### config.mk
export PLATFORM = sky130hd
export DESIGN_NAME = seg7_digit_accumulator
export DESIGN_NICKNAME = d
export VERILOG_FILES = /design/src/rtl/seg7_pkg.sv /design/src/rtl/seg7_to_digit.sv /design/src/rtl/seg7_digit_accumulator.sv
export SDC_FILE = /design/constraint.sdc
export NUM_CORES = 1
export LEC_CHECK = 0
export CORE_MARGIN = 8
export CORE_UTILIZATION = 35
export CTS_CLUSTER_SIZE = 25
export DETAILED_ROUTE_END_ITERATION = 12
export GPL_ROUTABILITY_DRIVEN = 0
export PLACE_DENSITY = 0.65
export SLEW_MARGIN = 20
export SYNTH_ARGS = -nofsm -noshare
export SYNTH_HDL_FRONTEND = slang
export SYNTH_SLANG_ARGS = --single-unit
### constraint.sdc
create_clock -name clk -period 5.1 [get_ports clk]
set_clock_uncertainty 0.1 [all_clocks]
set_input_delay 1.53 -clock clk [delete_from_list [all_inputs] [get_ports clk]]
set_output_delay 1.53 -clock clk [all_outputs]
set_load 0.01 [all_outputs]
### src/rtl/seg7_pkg.sv
// Shared 7-segment definitions (active-low, bit0=a .. bit6=g) and accumulator state encoding.
// The encoder and decoder sides both import this package so their code tables stay identical.
package seg7_pkg;

    localparam logic [0:6] SEG_0     = 7'b0000001;
    localparam logic [0:6] SEG_1     = 7'b1001111;
    localparam logic [0:6] SEG_2     = 7'b0010010;
    localparam logic [0:6] SEG_3     = 7'b0000110;
    localparam logic [0:6] SEG_4     = 7'b1001100;
    localparam logic [0:6] SEG_5     = 7'b0100100;
    localparam logic [0:6] SEG_6     = 7'b0100000;
    localparam logic [0:6] SEG_7     = 7'b0001111;
    localparam logic [0:6] SEG_8     = 7'b0000000;
    localparam logic [0:6] SEG_9     = 7'b0001100;
    localparam logic [0:6] SEG_BLANK = 7'b1111111;

    // Indexed by digit value so decoders can scan it.
    localparam logic [0:6] SEG_TABLE [10] = '{
        SEG_0, SEG_1, SEG_2, SEG_3, SEG_4, SEG_5, SEG_6, SEG_7, SEG_8, SEG_9
    };

    typedef enum logic [1:0] {
        S_IDLE  = 2'd0,
        S_ACCUM = 2'd1,
        S_FULL  = 2'd2,
        S_DONE  = 2'd3
    } acc_state_e;

endpackage

### src/rtl/seg7_to_digit.sv
// Combinational 7-segment code to decimal digit decoder; legal_o is low for any code
// outside the ten digit patterns (including blank).
module seg7_to_digit
    import seg7_pkg::*;
(
    input  logic [0:6] seg_i,
    output logic       legal_o,
    output logic [3:0] digit_o
);

    logic [9:0] match;

    for (genvar gi = 0; gi < 10; gi++) begin : g_match
        assign match[gi] = (seg_i == SEG_TABLE[gi]);
    end

    // Codes are distinct, so at most one match bit is set.
    always_comb begin
        digit_o = 4'd0;
        for (int i = 0; i < 10; i++) begin
            if (match[i]) begin
                digit_o = 4'(i);
            end
        end
    end

    assign legal_o = |match;

endmodule

### src/rtl/seg7_digit_accumulator.sv
// Accumulates a stream of 7-segment digit codes MSD-first into a binary value and
// publishes it on commit. Priority: reset > clear > commit > digit.
module seg7_digit_accumulator
    import seg7_pkg::*;
#(
    parameter int MAX_DIGITS = 4,
    parameter int OUT_W      = 16
) (
    input  logic             clk,
    input  logic             rst_n,
    input  logic [0:6]       seg_in,
    input  logic             seg_valid,
    output logic             seg_ready,
    input  logic             commit,
    input  logic             clear,
    output logic [OUT_W-1:0] num_out,
    output logic             done,
    output logic [2:0]       digit_cnt,
    output logic             err
);

    acc_state_e       state_q;
    logic [OUT_W-1:0] acc_q;
    logic [OUT_W-1:0] acc_d;
    logic [OUT_W-1:0] num_q;
    logic [2:0]       cnt_q;
    logic [2:0]       cnt_d;
    logic             done_q;
    logic             err_q;
    logic             legal;
    logic [3:0]       digit;
    logic             accept;

    seg7_to_digit u_dec (
        .seg_i   (seg_in),
        .legal_o (legal),
        .digit_o (digit)
    );

    // acc*10 + d without a multiplier; FULL guarantees acc < 10^(MAX_DIGITS-1) here.
    assign acc_d  = (acc_q << 3) + (acc_q << 1) + {{(OUT_W-4){1'b0}}, digit};
    assign cnt_d  = cnt_q + 3'd1;
    assign accept = seg_valid && seg_ready;

    always_ff @(posedge clk) begin
        if (!rst_n) begin
            state_q <= S_IDLE;
            acc_q   <= '0;
            num_q   <= '0;
            cnt_q   <= '0;
            done_q  <= 1'b0;
            err_q   <= 1'b0;
        end else begin
            done_q <= 1'b0;
            err_q  <= 1'b0;
            if (clear) begin
                state_q <= S_IDLE;
                acc_q   <= '0;
                cnt_q   <= '0;
            end else if (commit && state_q != S_DONE) begin
                num_q   <= acc_q;
                done_q  <= 1'b1;
                state_q <= S_DONE;
                acc_q   <= '0;
                cnt_q   <= '0;
            end else begin
                case (state_q)
                    S_IDLE, S_ACCUM: begin
                        if (accept && legal) begin
                            acc_q   <= acc_d;
                            cnt_q   <= cnt_d;
                            state_q <= (cnt_d == 3'(MAX_DIGITS)) ? S_FULL : S_ACCUM;
                        end else if (accept) begin
                            err_q <= 1'b1;
                        end
                    end
                    S_FULL: state_q <= S_FULL;
                    S_DONE: begin
                        state_q <= S_IDLE;
                        acc_q   <= '0;
                        cnt_q   <= '0;
                    end
                    default: state_q <= S_IDLE;
                endcase
            end
        end
    end

    assign seg_ready = (state_q == S_IDLE) || (state_q == S_ACCUM);
    assign num_out   = num_q;
    assign done      = done_q;
    assign digit_cnt = cnt_q;
    assign err       = err_q;

endmodule

-- Word level (Yosys, flattened, before mapping)
Index checks and enable logic that the tools add are counted.
- word-level logic and storage cells: 61
- output and inout bits: 22
- flip-flop bits (word level): 39
- input port bits: 12
- reduce and logical (&&, ||, !) cells: 14
- bitwise gates (word level): 3
- muxes and demuxes: 19
- equality and inequality tests: 16
- $add $sub $neg: 3
- operator list (operator ; number):
    $pmux W16 S2 ; 1
    $add A16 B16 Y16 ; 1
    $add A16 B4 Y16 ; 1
    $mux W16 ; 1
    $mux W3 ; 5
    $eq A7 B4 Y1 const B ; 2
    $eq A7 B6 Y1 const B ; 2
    $eq A7 B7 Y1 const B ; 2
    $mux W2 ; 5
    $reduce_or A10 Y1 ; 1
    $mux W4 ; 2
    $eq A7 B1 Y1 const B ; 1
    $eq A7 B3 Y1 const B ; 1
    $eq A7 B5 Y1 const B ; 1
    $logic_not A7 Y1 ; 1
    $pmux W2 S3 ; 1
    $pmux W3 S2 ; 1
    $reduce_or A5 Y1 ; 1
    $eq A2 B2 Y1 const B ; 2
    $ne A2 B2 Y1 const B ; 2
    $reduce_and A2 Y1 ; 2
    $reduce_or A2 Y1 ; 2
    $add A3 B1 Y3 const B ; 1
    $eq A3 B3 Y1 const B ; 1
    other kinds (9) ; 15

-- Logic depth before layout (Yosys ltp)
Gate-level depths: netlist (run 1).
- depth in word-level cells: 13
- depth in mapped cells: 14
- gate-level depth less buffers: 13

-- By module
Synthesis (run 1) repeated with hierarchy kept, for this count alone.
- cell total of the unflattened synthesis: 294
- area, all modules: 2414.8 um^2
- by module, submodules not included (module ; seq. area each (um^2) ; cells each ; area each (um^2) ; times used):
    seg7_digit_accumulator ; 780.7 ; 260 ; 2183.3 ; 1
    seg7_to_digit ; 0.0 ; 34 ; 231.5 ; 1

-- Worst setup path before layout (run 1)
Ideal clock, no wire load.
- path type: input-to-reg
- from: in seg_in[0] in the netlist's numbering
- to: reg acc_q[12]
- setup time: 124 ps
- cell stages on the path: 14
- setup slack: 954 ps
- buffers on the path: 1
- data required time: 4876 ps
- arrival time: 3922 ps
- cells stage by stage: buf_6 -> and3b_1 -> o211ai_2 -> o21ai_1 -> ha_1 -> ha_1 -> inv_1 -> fa_1 -> nand2b_1 -> a21oi_1 -> o21ai_1 -> and3_1 -> o31ai_1 -> a21oi_1
- longest elaborated chain between the ends: 13
- elaborated cells between the ends (all ways): 26
- classes of those cells: add/sub (1); eq/ne (10); mux (11); reduce/logical (4)
- RTL lines (what ; RTL line ; source):
    from (decl) ; seg7_digit_accumulator.sv:11 ; input logic [0:6] seg_in,
    $eq A7 B7 Y1 ; seg7_to_digit.sv:14 ; assign match[gi] = (seg_i == SEG_TABLE[gi]);
    $mux W1 ; seg7_to_digit.sv:21 ; if (match[i]) begin
    $mux W2 (2 in series) ; seg7_to_digit.sv:21 ;
    $mux W3 (4 in series) ; seg7_to_digit.sv:21 ;
    $mux W4 (2 in series) ; seg7_to_digit.sv:21 ;
    $add A16 B4 Y16 ; seg7_digit_accumulator.sv:41 ; assign acc_d = (acc_q << 3) + (acc_q << 1) + {{(OUT_W-4){1'b0}}, digit};
    $mux W16 ; seg7_digit_accumulator.sv:69 ; if (accept && legal) begin
    $pmux W16 S2 ; seg7_digit_accumulator.sv:67 ; case (state_q)
    to (signal assigned) ; seg7_digit_accumulator.sv:48 ; acc_q <= '0;
    to (signal assigned) ; seg7_digit_accumulator.sv:64 ; acc_q <= '0;
    to (signal assigned) ; seg7_digit_accumulator.sv:70 ; acc_q <= acc_d;
    to (decl) ; seg7_digit_accumulator.sv:23 ; logic [OUT_W-1:0] acc_q;
Several ways; a longest one is shown, not always the timed one. The select of a mux whose other input is x is not followed.
A chain may end at the register's enable or synchronous reset.

-- Worst setup path after layout (run 1)
Same ends and word-level chain as after synthesis.

==> run summary, run 1 <==
DRT antenna net count - 0
Vias post-DR - 2241
Post-synth EDFFs - 0
Slew Viols, Final - 0
Die Y - 104 µm
Unrepaired setup endpoints after global routing - no
Initial antenna violation count - 0
Largest net degree at the start of global routing - 21
Drt wl/cell - 13.6 µm
Max clock buf depth - 2
Cts bufs inserted - 5
Hold slack - 0.355 ns
WS Path Type - primary input to flip-flop
CTS Hold Bufs - 0
Worst Path Arrival - 4.80 ns
Fin. Hold Viols - 0
Site Rows - 32
Primary FF master, synth - dfxtp_1
FILL cells - 780
Sum Neg Setup Slack - 0 ns
Vias in the first global route - 2197
Clock Sinks - 39
Global-route usage over all layers - 0.112
Cells after synthesis - 313
Final antenna diode count - 0
Max cap viols - 0
Placed inst area - 0.00306 mm²
Drt first pass iters - 4
Initial core utilization - 0.354
Postcts setup bufs - 0
Final std cell area, no fill - 0.00318 mm²
Port-buffer cells - 33
Register area - 781 µm²
Multi-input logic area - 0.00177 mm²
Resized cells post-CTS - 0
Post-synthesis cell type count - 55
CTS H-Tree Depth - 2
Core Footprint - 0.00761 mm²
Full die area - 0.0108 mm²
# setup viols final - 0
Leading cell type in the layout, fill and taps excluded - nand2_1
Pwr/cell area - 200 mW/mm²
Worst slew margin relative to its limit - 0.392
Final min period - 4.73 ns
Num ports - 34
Remaining DRCs - 0
Global-route wire length before repair - 10500 µm
Syn_nets - 355
CTS tree - built
Root Buffer - clkbuf_8
Share of cells above drive strength 1 - 0.0904
Critical Path Start Type - primary input
Synthesized area - 0.00269 mm²
Register area share after synthesis - 0.290
NumNets Final - 384
Synthesis-to-layout area growth - 18.0%
Mean number of vias per cell - 5.04
Most frequent cells in the layout - nand2_1, dfxtp_1, clkdlybuf4s50_1
Synthesis-stage register bit count - 39
Clk Latency, worst-skew pair - 0.29 ns
HPWL after DPL - 4670 µm
Syn avg cell area - 8.60 µm²
Initial drt markers - 112
Die W - 104 µm
Gr ovfl total - 0
Outcome - finished clean
Ys async rst share - 0
Final Cycle Share - 0.927
Least-Margin Pin Slew - 0.909 ns
Ys Warns - 0
Total wire length - 6060 µm
F_max - 212 MHz
Clk pin slew, worst setup/hold paths - 0.08 ns
Worst min-delay path class - flip-flop to flip-flop
Leak pwr - 0.00129 µW
Highest ir drop seen on vdd - 0.0904 mV
Critical path capture point type - flip-flop
Core Util, Final - 0.418
Critical path data required time - 5.17 ns
Crit-path max FO - 9
## cell usage after synthesis (all sizes together) (2+ instances only)
cell    number  share of area
nand4        2         0.0046
nor2        24          0.033
ha          28           0.13
or3          3         0.0088
nor2b        7          0.016
nor3         6          0.011
nand2       48          0.067
nor3b        4          0.011
o31ai        4          0.011
and3b        2         0.0065
inv          9          0.013
dfxtp       39           0.29
a211oi       7          0.029
fa           2          0.015
xor2         6          0.020
o21ai       12          0.026
mux2i        7          0.026
nand2b       5          0.012
nor4b        2         0.0088
or2          2         0.0046
a31o         2         0.0065
nand3       11          0.026
o211ai       4          0.013
clkbuf       6         0.0084
a21o         5          0.014
a21oi       25          0.051
buf          7          0.031
a21boi      14          0.039
xnor2        5          0.016
and3         3         0.0070
## final cells by class
class	count	share of cell area
multi-input combinational	252	0.558
clock buffer	6	0.0260
tap	102	0.0402
timing repair buffer	35	0.109
clock inverter	2	0.0110
inverter	9	0.0106
sequential	39	0.246
## layer usage
layer	vias to the layer above	routed length (µm)	GRT usage
met5	-	0	0
met4	0	64	0.0372
met3	5	189	0.0161
met2	34	2800	0.189
met1	1035	3000	0.144
li1	1167	-	-
## flip-flops by register name, summed over array words and instances, names as in the netlist
signal	flops
done	1
state_q	2
acc_q	16
digit_cnt	3
num_out	16
err	1
## stage by stage
| stage | setup slack (ns) | cells | power (µW) |
|---|---|---|---|
| CTS | 0.370 | 445 | 641 |
| global placement | 0.0627 | 437 | 373 |
| global route | 0.118 | 445 | 663 |
| floorplan | 0.954 | 313 | 352 |
| detailed placement | 0.0752 | 437 | 374 |
| finish | 0.373 | 445 | 635 |
## worst max-delay path, cell delays in order
cell and delay, ns:
clkdlybuf4s50_1 0.60, and3b_1 0.29, o211ai_2 0.24, o21ai_1 0.11, ha_1 0.29, ha_1 0.16, inv_1 0.05, fa_1 0.38
nand2b_1 0.18, a21oi_1 0.20, o21ai_1 0.19, and3_1 0.21, o31ai_1 0.26, a21oi_1 0.10
## report_power, final
group	switching (µW)	leakage [µW]	total [µW]	internal (µW)
combinational	31.7	0.000914	56.6	24.9
sequential	2.14	0.000315	310	307
clock	110	0.0000612	269	158
total	144	0.00129	635	491
## final timing paths
check | start | end | slack (ns) | cells after the start
setup / recovery | seg_in[0] | acc_q[12]$_SDFFE_PP0P_ | 0.37 | 14
hold / removal | num_out[11]$_SDFFE_PN0P_ | num_out[11]$_SDFFE_PN0P_ | 0.35 | 2
setup reg to reg | acc_q[0]$_SDFFE_PP0P_ | acc_q[12]$_SDFFE_PP0P_ | 2.29 | 9
hold reg to reg | num_out[11]$_SDFFE_PN0P_ | num_out[11]$_SDFFE_PN0P_ | 0.35 | 2
## logic make-up (layout without fill, tap and decap cells)
group | Yosys count | count (layout) | share of synthesized area
buffers and inverters | 22 | 52 | 0.0516
XOR/XNOR | 11 | 11 | 0.0358
adder cells (fa/ha/maj) | 30 | 30 | 0.145
multiplexers | 8 | 8 | 0.0302
flip-flops | 39 | 39 | 0.290
AO/OA/AOI/OAI | 80 | 80 | 0.218
AND/OR/NAND/NOR | 123 | 123 | 0.229
Power figures use the tool's default switching activity.
==> run 2: changes to the inputs <==
- ABC_AREA: unset -> 1
- CELL_PAD_IN_SITES_DETAIL_PLACEMENT: unset -> 1
- CELL_PAD_IN_SITES_GLOBAL_PLACEMENT: unset -> 2
- CORE_UTILIZATION: 35 -> 31
- PLACE_DENSITY: 0.65 -> 0.9
==> run 2 against run 1 <==
  * Sequential power about the same
  * Critical path depth did not move
  * Via count increased by 13%
  * Routed wire length increased by 21%
  * Non-clock buffer count shrank 2
  * Worst setup slack improved by 0.53 ns
  * Maximum frequency up 13%
  * Area after synthesis is 1.7% lower
  * Synthesized cell count up 22%
  * Cell count is 17% higher
  * Critical endpoint is now acc_q[13]$_SDFFE_PP0P_
==> run summary, run 2 <==
Gr ovfl total - 0 (unchanged)
HPWL after DPL - 6120 µm (+31%)
Synthesis-stage register bit count - 39 (unchanged)
Initial antenna violation count - 0 (unchanged)
Post-synth EDFFs - 0 (unchanged)
Worst R2R Start - acc_q[2]$_SDFFE_PP0P_
Max cap viols - 0 (unchanged)
CTS H-Tree Depth - 2 (unchanged)
Post-Synth Simple-Gate Area - 0.326 (+0.0965)
Initial drt markers - 87 (-22%)
Worst min-delay path class - flip-flop to flip-flop
Syn_nets - 425 (+20%)
CP max stage delay - 0.52 ns (-0.08 ns)
Critical path capture point type - flip-flop
Mean number of vias per cell - 4.84 (-3.8%)
Cells after synthesis - 383 (+22%)
Capturing point of the worst reg2reg path - acc_q[13]$_SDFFE_PP0P_
CTS Hold Bufs - 0 (unchanged)
Syn avg cell area - 6.91 µm² (-20%)
Clk pin slew, worst setup/hold paths - 0.08 ns (about the same)
Post-synth top area share - 0.295 (+0.00493)
Die Y - 108 µm (+4.5%)
Ys async rst share - 0 (unchanged)
Ys Warns - 0 (unchanged)
Worst Path Arrival - 4.32 ns (-0.48 ns)
Synth area leaders - dfxtp_1, ha_1, nand2_1
Synth cell count leaders - nand2_1, nor2_1, inv_1, dfxtp_1, a21oi_1
Site Rows - 33 (+3.1%)
Unrepaired setup endpoints after global routing - no
WS Path Type - primary input to flip-flop
Die W - 108 µm (+4.5%)
Drt first pass iters - 4 (unchanged)
Global-route usage over all layers - 0.129 (+0.0168)
Final Cycle Share - 0.823 (-0.104)
Root Buffer - clkbuf_8
Worst R2R Path Depth - 8 (-1)
Initial core utilization - 0.321 (-0.0333)
Post-synthesis cell type with the largest combined area - dfxtp_1
Most frequent cells in the layout - nand2_1, nor2_1, inv_1
Worst setup path start - seg_in[4]
Crit path to - acc_q[13]$_SDFFE_PP0P_
Mux share of post-synthesis cell area - 0 (-0.0302)
Final antenna diode count - 0 (unchanged)
Largest family of logic cells by synthesized area - simple AND/OR/NAND/NOR gates
Remaining DRCs - 0 (unchanged)
Worst path bufs/invs - 3 (+1)
Adder-cell share of the synthesized area - 0.147 (+0.00247)
F_max - 238 MHz (+13%)
Post-synthesis cell type count - 33 (-40%)
Cts bufs inserted - 5 (unchanged)
Sum Neg Setup Slack - 0 ns (unchanged)
Resized cells post-CTS - 0 (unchanged)
Primary FF master, synth - dfxtp_1
Full die area - 0.0118 mm² (+9.3%)
Core Footprint - 0.00826 mm² (+8.6%)
Reg-to-reg setup timing slack - 2.64 ns (+0.35 ns)
Core Util, Final - 0.383 (-0.0352)
CTS tree - built
Leak pwr - 0.00152 µW (+18%)
NumNets Final - 457 (+19%)
Max clock buf depth - 2 (unchanged)
Fin. Hold Viols - 0 (unchanged)
Clk Latency, worst-skew pair - 0.29 ns (about the same)
Drt wl/cell - 14.1 µm (+3.3%)
Vias post-DR - 2524 (+13%)
Vias in the first global route - 2629 (+20%)
Critical path data required time - 5.22 ns (+0.05 ns)
Critical Path Start Type - primary input
Least-Margin Pin Slew - 0.619 ns (-0.290 ns)
Total wire length - 7330 µm (+21%)
Synthesized area - 0.00265 mm² (-1.7%)
Synth Area in Compound Gates - 0.106 (-0.113)
WP depth - 14 (unchanged)
Largest delay contributor family on the critical path - adder cells
Crit-path max FO - 4 (-5)
Leading cell type in the layout, fill and taps excluded - nand2_1
Postcts setup bufs - 0 (unchanged)
Largest net degree at the start of global routing - 24 (+14%)
Slowest cell on crit path - clkdlybuf4s50_1
Num ports - 34 (unchanged)
Clock Sinks - 39 (unchanged)
Highest ir drop seen on vdd - 0.145 mV (+60%)
Share of cells above drive strength 1 - 0.0649 (-0.0255)
Global-route wire length before repair - 12500 µm (+19%)
Pwr/cell area - 199 mW/mm² (-0.52%)
Outcome - finished clean
DRT antenna net count - 0 (unchanged)
Register area share after synthesis - 0.295 (+0.00493)
CP Cell Sequence - clkdlybuf4s50_1 -> inv_1 -> nand2_1 -> nor2_1 -> o21ai_2 -> inv_1 -> fa_1 -> ha_1 -> nand2_1 -> a21oi_1 -> nand3_1 -> nand4_1 -> nand4_1 -> a21oi_1
Port-buffer cells - 33 (unchanged)
Worst slew margin relative to its limit - 0.587 (+0.195)
Synthesis-to-layout area growth - 19.3%
Final min period - 4.20 ns (-0.531 ns)
Post-synthesis xor/xnor area fraction - 0.0364 (+0.000609)
# setup viols final - 0 (unchanged)
Top-count cell post-synth - nand2_1
Slew Viols, Final - 0 (unchanged)
==> run 2: changes by cell type after synthesis, moves of 13 or more <==
cell      before  now
nand3_1        8   34
inv_1          9   42
a21boi_1      13    0
a21oi_1       22   36
nand2_1       48   93
nor2_1        24   48
==> run 2: layout make-up <==
class / count / area (µm²)
clock buffer: 5 / 68.8
clock inverter: 3 / 43.8
fill: 1085 / 5100
inverter: 46 / 175
multi-input combinational: 290 / 1630
sequential: 39 / 781
tap: 105 / 131
timing repair buffer: 33 / 330
==> run 2: worst register-to-register path: cells and delay by family, from the launching register on <==
family | cells | cell delay [ns]
compound gates | 2 | 0.49
simple gates | 4 | 0.52
flops | 1 | 0.47
fa+ha+maj | 2 | 0.79
==> run 2: cells by family (layout without fill, tap and decap cells) <==
| group | after synthesis | count (layout) |
|---|---|---|
| adder cells (fa/ha/maj) | 30 | 30 |
| XOR/XNOR | 11 | 11 |
| AO/OA/AOI/OAI | 52 | 52 |
| AND/OR/NAND/NOR | 197 | 197 |
| buffers and inverters | 54 | 87 |
| flip-flops | 39 | 39 |
==> run 2: worst min-delay path by stage <==
stage | start | endpoint | depth (start not counted)
final | num_out[11]$_SDFFE_PN0P_ | num_out[11]$_SDFFE_PN0P_ | 2
after global routing | num_out[10]$_SDFFE_PN0P_ | num_out[10]$_SDFFE_PN0P_ | 2
after floorplan | acc_q[15]$_SDFFE_PP0P_ | acc_q[15]$_SDFFE_PP0P_ | 2
after detailed placement | num_out[3]$_SDFFE_PN0P_ | num_out[3]$_SDFFE_PN0P_ | 2
after global placement | num_out[11]$_SDFFE_PN0P_ | num_out[11]$_SDFFE_PN0P_ | 2
after CTS | num_out[11]$_SDFFE_PN0P_ | num_out[11]$_SDFFE_PN0P_ | 2
==> run 2: per-stage QoR <==
stage	hold WS [ns]	area (µm²)	std cells	worst slack (ns)	power, µW
2_1_floorplan	0.358	2650	383	1.32	353
3_3_place_gp	0.349	3050	513	0.669	374
3_5_place_dp	0.360	3050	513	0.591	376
4_1_cts	0.372	3160	521	0.897	634
5_1_grt	0.392	3160	521	0.662	656
6_report	0.366	3160	521	0.905	628
==> run 2: power breakdown <==
part           total, µW  switching (µW)  internal (µW)
combinational       57.4            35.2           22.2
clock                260             114            146
sequential           310            2.55            308
==> run 2: routing by layer <==
layer | vias up | share of wire | track usage
met4 | 0 | 0.021 | 0.0401
li1 | 1310 | - | -
met3 | 11 | 0.032 | 0.0202
met2 | 34 | 0.47 | 0.227
met1 | 1169 | 0.47 | 0.157
met5 | - | 0 | 0
==> run 3: changes to the inputs <==
- CORE_UTILIZATION: 31 -> 28
- PLACE_DENSITY: 0.9 -> 0.86
- clock period: 5.1 -> 3.5 ns (I/O delays scaled with it)
==> run 3 against run 2 <==
  * Die area grew 9.1%
  * Cell count up 5.0%
  * Count of clock-buffer cells in the layout is 1 higher
  * Core utilization shrank 1.2 points
  * Worst setup slack got worse by 0.75 ns
  * Non-clock buffer count grew 21
  * Sequential share of layout area shrank 1.8 points
  * Sequential power increased by 46%
  * Hold slack lost 0.0028 ns
  * Highest routed layer unchanged
==> run summary, run 3 (synthesis gave the netlist of run 2 again) <==
Drt first pass iters - 4 (unchanged)
Core Footprint - 0.00920 mm² (+11%)
CP max stage delay - 0.40 ns (-0.12 ns)
Wl on met1 - 3540 µm (+2.0%)
Met3 WL - 222 µm (-6.3%)
Vias post-DR - 2604 (+3.2%)
F_max - 299 MHz
CP Cell Sequence - clkdlybuf4s15_1 -> inv_2 -> nand2_2 -> nor2_4 -> nand2_2 -> nand2_2 -> nor2_4 -> inv_1 -> ha_1 -> ha_2 -> inv_1 -> fa_2 -> inv_2 -> nand3_1 -> nand3_2 -> buf_4 -> xnor2_1 -> nand2_1 -> nand2_1 -> nor2_1
Slew Viols, Final - 0 (unchanged)
Root Buffer - clkbuf_8
Final min period - 3.35 ns
Pwr/cell area - 269 mW/mm² (+35%)
Reg-to-reg setup timing slack - 1.19 ns (-1.45 ns)
Initial antenna violation count - 0 (unchanged)
DRT antenna net count - 0 (unchanged)
Final Cycle Share - 0.957
Most used cell along the critical path - nand2_2
Highest ir drop seen on vdd - 0.179 mV (+24%)
Sum Neg Setup Slack - 0 ns (unchanged)
Worst Path Arrival - 3.44 ns (-0.88 ns)
Placed cells - 536 (+4.5%)
Most frequent cells in the layout - nand2_1, nor2_1, inv_1, dfxtp_1, a21oi_1
Final antenna diode count - 0 (unchanged)
Die W - 113 µm (+4.5%)
Outcome - finished clean
Cts bufs inserted - 5 (unchanged)
Least-Margin Pin Slew - 0.444 ns (-0.175 ns)
Largest net degree at the start of global routing - 24 (unchanged)
Share of cells above drive strength 1 - 0.151 (+0.0865)
Vias in the first global route - 2681 (+2.0%)
Mean number of vias per cell - 4.76 (-1.7%)
CTS Hold Bufs - 0 (unchanged)
Fin. Hold Viols - 0 (unchanged)
CTS H-Tree Depth - 2 (unchanged)
Final std cell area, no fill - 0.00341 mm² (+7.8%)
Synthesis-to-layout area growth - 28.7%
Clk Latency, worst-skew pair - 0.29 ns (about the same)
Worst path bufs/invs - 6 (+3)
Critical path data required time - 3.59 ns (-1.63 ns)
Max clock buf depth - 2 (unchanged)
Clk pin slew, worst setup/hold paths - 0.08 ns (about the same)
Critical Path Start Type - primary input
Core Util, Final - 0.370 (-0.0121)
Site Rows - 35 (+6.1%)
Largest delay contributor family on the critical path - adder cells
WL met2 - 3800 µm (+9.6%)
Placed inst area - 0.00318 mm² (+4.4%)
Global-route wire length before repair - 12700 µm (+1.7%)
Drt wl/cell - 14.0 µm (-0.28%)
Crit-path max FO - 4 (unchanged)
Full die area - 0.0128 mm² (+9.1%)
Clock Sinks - 39 (unchanged)
Num ports - 34 (unchanged)
Leak pwr - 0.00169 µW (+11%)
Critical path capture point type - flip-flop
Initial drt markers - 87 (unchanged)
Slowest cell on crit path - fa_2
WS Path Type - primary input to flip-flop
Remaining DRCs - 0 (unchanged)
Max cap viols - 0 (unchanged)
HPWL after DPL - 6090 µm (-0.47%)
Port-buffer cells - 33 (unchanged)
FILL cells - 1181 (+8.8%)
# setup viols final - 0 (unchanged)
Worst min-delay path class - flip-flop to flip-flop
Total wire length - 7670 µm (+4.7%)
Global-route usage over all layers - 0.119 (-0.0105)
Worst slew margin relative to its limit - 0.704 (+0.117)
CTS tree - built
NumNets Final - 478 (+4.6%)
Die Y - 113 µm (+4.5%)
DR top layer - met4
Leading cell type in the layout, fill and taps excluded - nand2_1
Gr ovfl total - 0 (unchanged)
Post-route insts no fill - 547 (+5.0%)
Initial core utilization - 0.288 (-0.0327)
-- run 3: path summary, 6_finish.rpt --
kind	from	endpoint	depth (start not counted)
worst min-delay path	num_out[11]$_SDFFE_PN0P_	num_out[11]$_SDFFE_PN0P_	2
worst max register to register	acc_q[2]$_SDFFE_PP0P_	acc_q[13]$_SDFFE_PP0P_	10
worst min register to register	num_out[11]$_SDFFE_PN0P_	num_out[11]$_SDFFE_PN0P_	2
worst max-delay path	seg_in[2]	acc_q[6]$_SDFFE_PP0P_	20
-- run 3: final cells by class --
class | instances | area (µm²) | area share
multi-input combinational | 290 | 1710 | 0.501
sequential | 39 | 781 | 0.229
timing repair buffer | 54 | 503 | 0.148
inverter | 46 | 175 | 0.0514
tap | 111 | 139 | 0.0408
clock buffer | 6 | 72.6 | 0.0213
clock inverter | 1 | 30.0 | 0.00881
-- run 3: tightest hold or removal path, stage by stage (launching register included) --
cell and delay, ns:
dfxtp_1 0.31, nand2_1 0.06, a21oi_1 0.05
-- run 3: metal layers --
metal,vias to the layer above,global-route usage
li1,1347,-
met1,1212,0.145
met2,36,0.208
met3,9,0.0224
met4,0,0.0293
met5,-,0
-- run 3: power by group --
group          switching, µW  leakage (µW)  internal (µW)  total, µW
sequential              3.71      0.000315            449        452
clock                    159     0.0000513            209        368
combinational           56.4       0.00132           39.0       95.4
total                    219       0.00169            697        916
-- run 3: per-stage QoR --
stage	total power [µW]	setup slack [ns]	hold WS [ns]
finish	916	0.150	0.363
global placement	552	-0.442	0.350
global route	949	-0.0364	0.388
floorplan	514	0.203	0.358
detailed placement	555	-0.509	0.355
CTS	923	0.000867	0.366
-- run 3: timing repair --
item,in CTS,in global routing
pin swaps,2,9
endpoints found under the setup margin,10,11
resized for setup,9,23
buffers inserted,2,2
